[src/rtl/bp_mem_cmd_arbiter.sv]
// Shares one memory command/response port between two requesters, routing responses by tag FIFO.
// Define BP_MEM_ARB_FIXED_PRIO_EN for fixed priority (requester 0 wins) instead of round-robin.
module bp_mem_cmd_arbiter #(
    parameter int unsigned msg_width_p       = 128,
    parameter int unsigned max_outstanding_p = 8
) (
    input  logic                                     clk_i,
    input  logic                                     reset_n_i,

    input  logic [msg_width_p-1:0]                   req0_cmd_i,
    input  logic                                     req0_cmd_v_i,
    output logic                                     req0_cmd_ready_o,

    input  logic [msg_width_p-1:0]                   req1_cmd_i,
    input  logic                                     req1_cmd_v_i,
    output logic                                     req1_cmd_ready_o,

    output logic [msg_width_p-1:0]                   req0_resp_o,
    output logic                                     req0_resp_v_o,
    input  logic                                     req0_resp_ready_i,

    output logic [msg_width_p-1:0]                   req1_resp_o,
    output logic                                     req1_resp_v_o,
    input  logic                                     req1_resp_ready_i,

    output logic [msg_width_p-1:0]                   mem_cmd_o,
    output logic                                     mem_cmd_v_o,
    input  logic                                     mem_cmd_ready_i,

    input  logic [msg_width_p-1:0]                   mem_resp_i,
    input  logic                                     mem_resp_v_i,
    output logic                                     mem_resp_ready_o,

    output logic [$clog2(max_outstanding_p+1)-1:0]   outstanding_o,
    output logic                                     error_o
);

    localparam int unsigned CntW = $clog2(max_outstanding_p + 1);
    localparam int unsigned PtrW = (max_outstanding_p > 1) ? $clog2(max_outstanding_p) : 1;
    localparam logic [CntW-1:0] CntMax  = CntW'(max_outstanding_p);
    localparam logic [PtrW-1:0] PtrLast = PtrW'(max_outstanding_p - 1);

    logic [max_outstanding_p-1:0] tag_q;
    logic [PtrW-1:0]              wr_ptr_q, rd_ptr_q;
    logic [CntW-1:0]              count_q, count_d;
    logic                         lock_q, lock_id_q, error_q;
`ifndef BP_MEM_ARB_FIXED_PRIO_EN
    logic                         last_q;
`endif

    logic       full, empty, head, pop, push, can_push, sel;
    logic [1:0] elig;

    assign full  = (count_q == CntMax);
    assign empty = (count_q == '0);
    assign head  = tag_q[rd_ptr_q];

    // Response steering: the oldest tag names the requester that owns the returning response.
    always_comb begin
        req0_resp_v_o    = 1'b0;
        req1_resp_v_o    = 1'b0;
        mem_resp_ready_o = 1'b0;
        if (reset_n_i && !empty) begin
            req0_resp_v_o    = mem_resp_v_i && !head;
            req1_resp_v_o    = mem_resp_v_i && head;
            mem_resp_ready_o = head ? req1_resp_ready_i : req0_resp_ready_i;
        end
    end

    assign req0_resp_o = mem_resp_i;
    assign req1_resp_o = mem_resp_i;

    assign pop      = mem_resp_v_i && mem_resp_ready_o;
    // A same-cycle pop frees the slot a push on a full FIFO needs.
    assign can_push = !full || pop;
    assign elig     = {req1_cmd_v_i, req0_cmd_v_i} & {2{can_push}};

    always_comb begin
        if (lock_q) begin
            sel = lock_id_q;
        end else if (&elig) begin
`ifdef BP_MEM_ARB_FIXED_PRIO_EN
            sel = 1'b0;
`else
            sel = ~last_q;
`endif
        end else begin
            sel = elig[1];
        end
    end

    assign mem_cmd_o        = sel ? req1_cmd_i : req0_cmd_i;
    assign mem_cmd_v_o      = reset_n_i && elig[sel];
    assign req0_cmd_ready_o = reset_n_i && !sel && mem_cmd_ready_i && can_push;
    assign req1_cmd_ready_o = reset_n_i && sel && mem_cmd_ready_i && can_push;

    assign push = mem_cmd_v_o && mem_cmd_ready_i;

    always_comb begin
        count_d = count_q;
        if (push && !pop) begin
            count_d = count_q + CntW'(1);
        end else if (pop && !push) begin
            count_d = count_q - CntW'(1);
        end
    end

    always_ff @(posedge clk_i) begin
        if (reset_n_i && push) begin
            tag_q[wr_ptr_q] <= sel;
        end
    end

    always_ff @(posedge clk_i) begin
        if (!reset_n_i) begin
            count_q   <= '0;
            wr_ptr_q  <= '0;
            rd_ptr_q  <= '0;
            lock_q    <= 1'b0;
            lock_id_q <= 1'b0;
            error_q   <= 1'b0;
`ifndef BP_MEM_ARB_FIXED_PRIO_EN
            last_q    <= 1'b1;
`endif
        end else begin
            count_q <= count_d;
            if (push) begin
                wr_ptr_q <= (wr_ptr_q == PtrLast) ? '0 : wr_ptr_q + PtrW'(1);
                lock_q   <= 1'b0;
`ifndef BP_MEM_ARB_FIXED_PRIO_EN
                last_q   <= sel;
`endif
            end else if (mem_cmd_v_o) begin
                lock_q    <= 1'b1;
                lock_id_q <= sel;
            end
            if (pop) begin
                rd_ptr_q <= (rd_ptr_q == PtrLast) ? '0 : rd_ptr_q + PtrW'(1);
            end
            if (mem_resp_v_i && empty) begin
                error_q <= 1'b1;
            end
        end
    end

    assign outstanding_o = count_q;
    assign error_o       = error_q;

endmodule

[config.mk]
export PLATFORM = sky130hd
export DESIGN_NAME = bp_mem_cmd_arbiter
export DESIGN_NICKNAME = d
export VERILOG_FILES = /design/src/rtl/bp_mem_cmd_arbiter.sv
export SDC_FILE = /design/constraint.sdc
export NUM_CORES = 1
export LEC_CHECK = 0
export ABC_AREA = 0
export CAP_MARGIN = 20
export CORE_AREA = 2 2 305 307
export CTS_CLUSTER_SIZE = 8
export DETAILED_ROUTE_END_ITERATION = 6
export DIE_AREA = 0 0 307 309
export PLACE_DENSITY_LB_ADDON = 0.25
export SYNTH_ARGS = -nofsm -noshare
export SYNTH_HDL_FRONTEND = slang
export SYNTH_SLANG_ARGS = --single-unit
[constraint.sdc]
create_clock -name clk_i -period 8.7 [get_ports clk_i]
set_clock_uncertainty 0.1 [all_clocks]
set_input_delay 1.74 -clock clk_i [delete_from_list [all_inputs] [get_ports clk_i]]
set_output_delay 1.74 -clock clk_i [all_outputs]
set_load 0.005 [all_outputs]
==> run summary <==
The run finished with clean final reports. The most numerous cell type found on the critical path is sky130_fd_sc_hd__clkdlybuf4s50_1. Detailed placement finished with a half-perimeter wire length of 37500 µm. The largest net degree at the start of global routing is 72.

Once the floorplan was initialized, standard cells occupied 5.13% of the core. The H-tree depth came out at 1. The average via count per standard cell is 2.29. The endpoint of the worst-slack reg-to-reg timing path is outstanding_o[3]. Setup violations remaining at the end of the flow were counted as 0. The remaining number of nets flagged by the antenna check after routing came out at 0. For this block, the initial DRC count from the detailed router was 116.

The kind of end point of the critical path is an output port. When the netlist entered floorplanning its net count stood at 923. The peak supply drop is 68.6 µV.

The number of top-level design ports is 787. By count the netlist is led by sky130_fd_sc_hd__buf_4 (256), sky130_fd_sc_hd__mux2_1 (76), sky130_fd_sc_hd__mux2_2 (53). Once the clock tree was built, the resizer swapped 0 gates to a different size. The total negative setup slack came out at 0 ns. In this run the biggest area consumer among cell types represents 41.0% of the synthesized area. The final critical path time including I/O delays and setup is 6.62 ns. The synthesis-to-layout area growth is 78.0%.

The critical path in this run is classified as primary input to output port. The synthesis-stage register bit count is 22. The worst endpoint required time is 6.86 ns. The register-to-register setup slack came out at 4.89 ns. The number of setup buffers added after CTS is 0. The global-route wire length before repair is 50200 µm. The sort of element at the start of the critical path is a primary input.

The total placed cells including tap cells is 1840. The width of the die came out at 307 µm. For this run, the leading register cell type out of synthesis is sky130_fd_sc_hd__dfxtp_1. By instance count, the leading cell after synthesis is sky130_fd_sc_hd__buf_4. The number of unique standard cell types used by synthesis came out at 44. Summing the sequential cell areas from Yosys gives 11.1% of the chip area. The largest total area in the synthesized netlist belongs to sky130_fd_sc_hd__buf_4. The average cell area after synthesis is 8.96 µm². The synthesized instance count is 523.

The number of cells on the worst reg-to-reg path is 13. Setup repair after global routing left no endpoint under its margin. Across the run, the number of max-cap violations was 0. The number of buffers inserted by hold repair at cts is 0.

The post-synthesis async set-or-reset flop share came out at 0%. After floorplanning, the core was sized to cover 91400 µm². The largest stage delay on the critical path is 0.67 ns.

The clock slew at the register clock pins of the worst setup and hold paths came out at 0.06 ns. In the final routed layout, each cell accounts on average for 21.9 µm. The max-slew violation total from the final report is 0. The max-slew headroom at the worst pin came out at 48.0%. Tracing the worst setup path back leads to its startpoint at reset_n_i. The final RePlAce weighted congestion is 0.878. The number of buffer cells added on primary ports came out at 402. The final layout contains routed wiring with a total length of 40700 µm. The synthesized design contains 8 enable-type register cells. The via count of the first global-routing pass is 4637. The critical path ends at mem_cmd_o[58]. Of the cells placed in the final design, the portion with a size suffix greater than 1 is 10.0%.

The number of clock buffers inserted by TritonCTS came out at 3. The largest fanout on the critical path is 71. The count of final hold-check violations came out at 0. Before antenna repair, the detailed router went through 4 iterations. The number of nets in the layout is 1059.

The standard-cell row count came out at 111. The number of warning messages in the yosys log is 0. The portion of the clock cycle consumed by the worst path in the final layout is 76.1%.

The area of the die is 94900 µm². The min-delay analysis places its worst path in the category flip-flop to flip-flop. The initial antenna violation count is 46. The residual DRC count came out at 0. Summed over all cells, the static leakage comes to 0.00261 µW. Sorting the synthesized cells by area gives the leading types as sky130_fd_sc_hd__buf_4 (41%), sky130_fd_sc_hd__mux2_1 (18%), sky130_fd_sc_hd__mux2_2 (13%).

No sink is reached through more buffers than the 2 on the longest clock path. The later pin in the worst-skew pair is clocked with a latency of 0.25 ns. The height of the die is 309 µm. The total grt overflow came out at 0. TritonCTS built the clock tree. Across all layers, the routed design uses 4254 vias. The final hold slack came out at 0.374 ns.

The actual slew at the worst max-slew pin came out at 0.772 ns. Data arrives at the worst endpoint at 4.78 ns. For this run, the total global-route usage over all layers was measured as 8.19%. The maximum clock frequency came out at 151 MHz.

Walking the worst path, the cells encountered are clkdlybuf4s50_1 -> nand2_1 -> nor2_1 -> nand4_1 -> nand3_4 -> buf_12 -> mux2_1 -> clkdlybuf4s50_1. The launching point of the worst reg2reg path is rd_ptr_q[0]. On the critical path, the stage with the largest delay is an instance of sky130_fd_sc_hd__clkdlybuf4s50_1. The number of standard cells in the layout, taps in and fillers out is 1854.

The power per standard cell area came out at 95.3 nW/µm². The TritonCTS sink count came out at 22. The tree is rooted in a sky130_fd_sc_hd__clkbuf_16. The synthesized netlist occupies a cell area of 4690 µm².
## worst min path at each step
| stage | start | endpoint | slack, ns | cells past startpoint |
|---|---|---|---|---|
| 2_1_floorplan | error_o | error_o | 0.36 | 2 |
| 3_3_place_gp | error_o | error_o | 0.36 | 2 |
| 3_5_place_dp | error_o | error_o | 0.36 | 2 |
| 4_1_cts | error_o | error_o | 0.38 | 2 |
| 5_1_grt | error_o | error_o | 0.40 | 2 |
| 6_report | error_o | error_o | 0.37 | 2 |
## per-layer routing
metal / routed length (µm) / GRT usage, % / share of wire [%] / up-vias
li1: - / - / - / 1819
met1: 14900 / 8.96 / 37 / 1827
met2: 17000 / 12.3 / 42 / 448
met3: 7460 / 6.16 / 18 / 132
met4: 1190 / 2.44 / 2.9 / 28
met5: 172 / 0 / 0.42 / -
## where the power goes
group          internal [µW]  switching, µW  total [µW]
Combinational            367            203         570
Sequential               117           10.9         127
Clock                   60.7           37.1        97.8
Total                    544            251         795
## logic make-up (layout without fill, tap and decap cells)
family / after synthesis / after routing / synth area share (%)
AOI/OAI and AO/OA: 26 / 26 / 3.42
xor gates and xnor gates: 3 / 3 / 0.561
adders and majority gates: 8 / 8 / 2.30
buffers and inverters: 277 / 411 / 43.1
DFF: 22 / 22 / 11.1
muxes: 138 / 138 / 33.9
other: 0 / 11 / 0
and+or+nand+nor: 49 / 49 / 5.66
## state kept, by name, indices dropped and copies added (netlist names)
| signal | flops |
|---|---|
| error_o | 1 |
| rd_ptr_q | 3 |
| lock_q | 1 |
| outstanding_o | 4 |
| lock_id_q | 1 |
| last_q | 1 |
| wr_ptr_q | 3 |
| tag_q | 8 |
## stage by stage
| stage | total power (µW) | util, % | worst slack, ns | instance area, µm² |
|---|---|---|---|---|
| after global routing | 849 | 9.10 | 1.84 | 8320 |
| after detailed placement | 708 | 9.02 | 2.02 | 8240 |
| after floorplan | 430 | - | 3.56 | 4690 |
| after global placement | 713 | 9.02 | 1.95 | 8240 |
| after CTS | 813 | 9.10 | 1.99 | 8310 |
| final | 795 | 9.13 | 2.08 | 8340 |
## area by class of cell
type,count,area (µm²)
Antenna cell,11,27.5
Clock buffer,3,75.1
Fill cell,10600,83000
Inverter,4,15.0
Multi-Input combinational cell,224,2160
Sequential cell,22,520
Tap cell,1186,1480
Timing Repair Buffer,404,4060
## worst max-delay path: cells and delay by family
family | cells | cell delay, ns
mux | 1 | 0.45
simple gates | 4 | 0.94
buf+inv | 3 | 1.51
## layout by cell type (no fill, tap or decap), types with 3 or more instances in the layout
| master | instances |
|---|---|
| sky130_fd_sc_hd__a21oi_1 | 10 |
| sky130_fd_sc_hd__a31oi_1 | 3 |
| sky130_fd_sc_hd__clkbuf_16 | 3 |
| sky130_fd_sc_hd__clkdlybuf4s50_1 | 402 |
| sky130_fd_sc_hd__dfxtp_1 | 14 |
| sky130_fd_sc_hd__diode_2 | 11 |
| sky130_fd_sc_hd__edfxtp_1 | 8 |
| sky130_fd_sc_hd__ha_1 | 7 |
| sky130_fd_sc_hd__inv_1 | 4 |
| sky130_fd_sc_hd__mux2_1 | 76 |
| sky130_fd_sc_hd__mux2_2 | 53 |
| sky130_fd_sc_hd__mux2i_1 | 4 |
| sky130_fd_sc_hd__nand2_1 | 5 |
| sky130_fd_sc_hd__nand3_1 | 7 |
| sky130_fd_sc_hd__nor2_1 | 12 |
| sky130_fd_sc_hd__nor3_1 | 5 |
| sky130_fd_sc_hd__nor4_1 | 3 |
| sky130_fd_sc_hd__o21ai_0 | 6 |
Power figures use the tool's default switching activity.
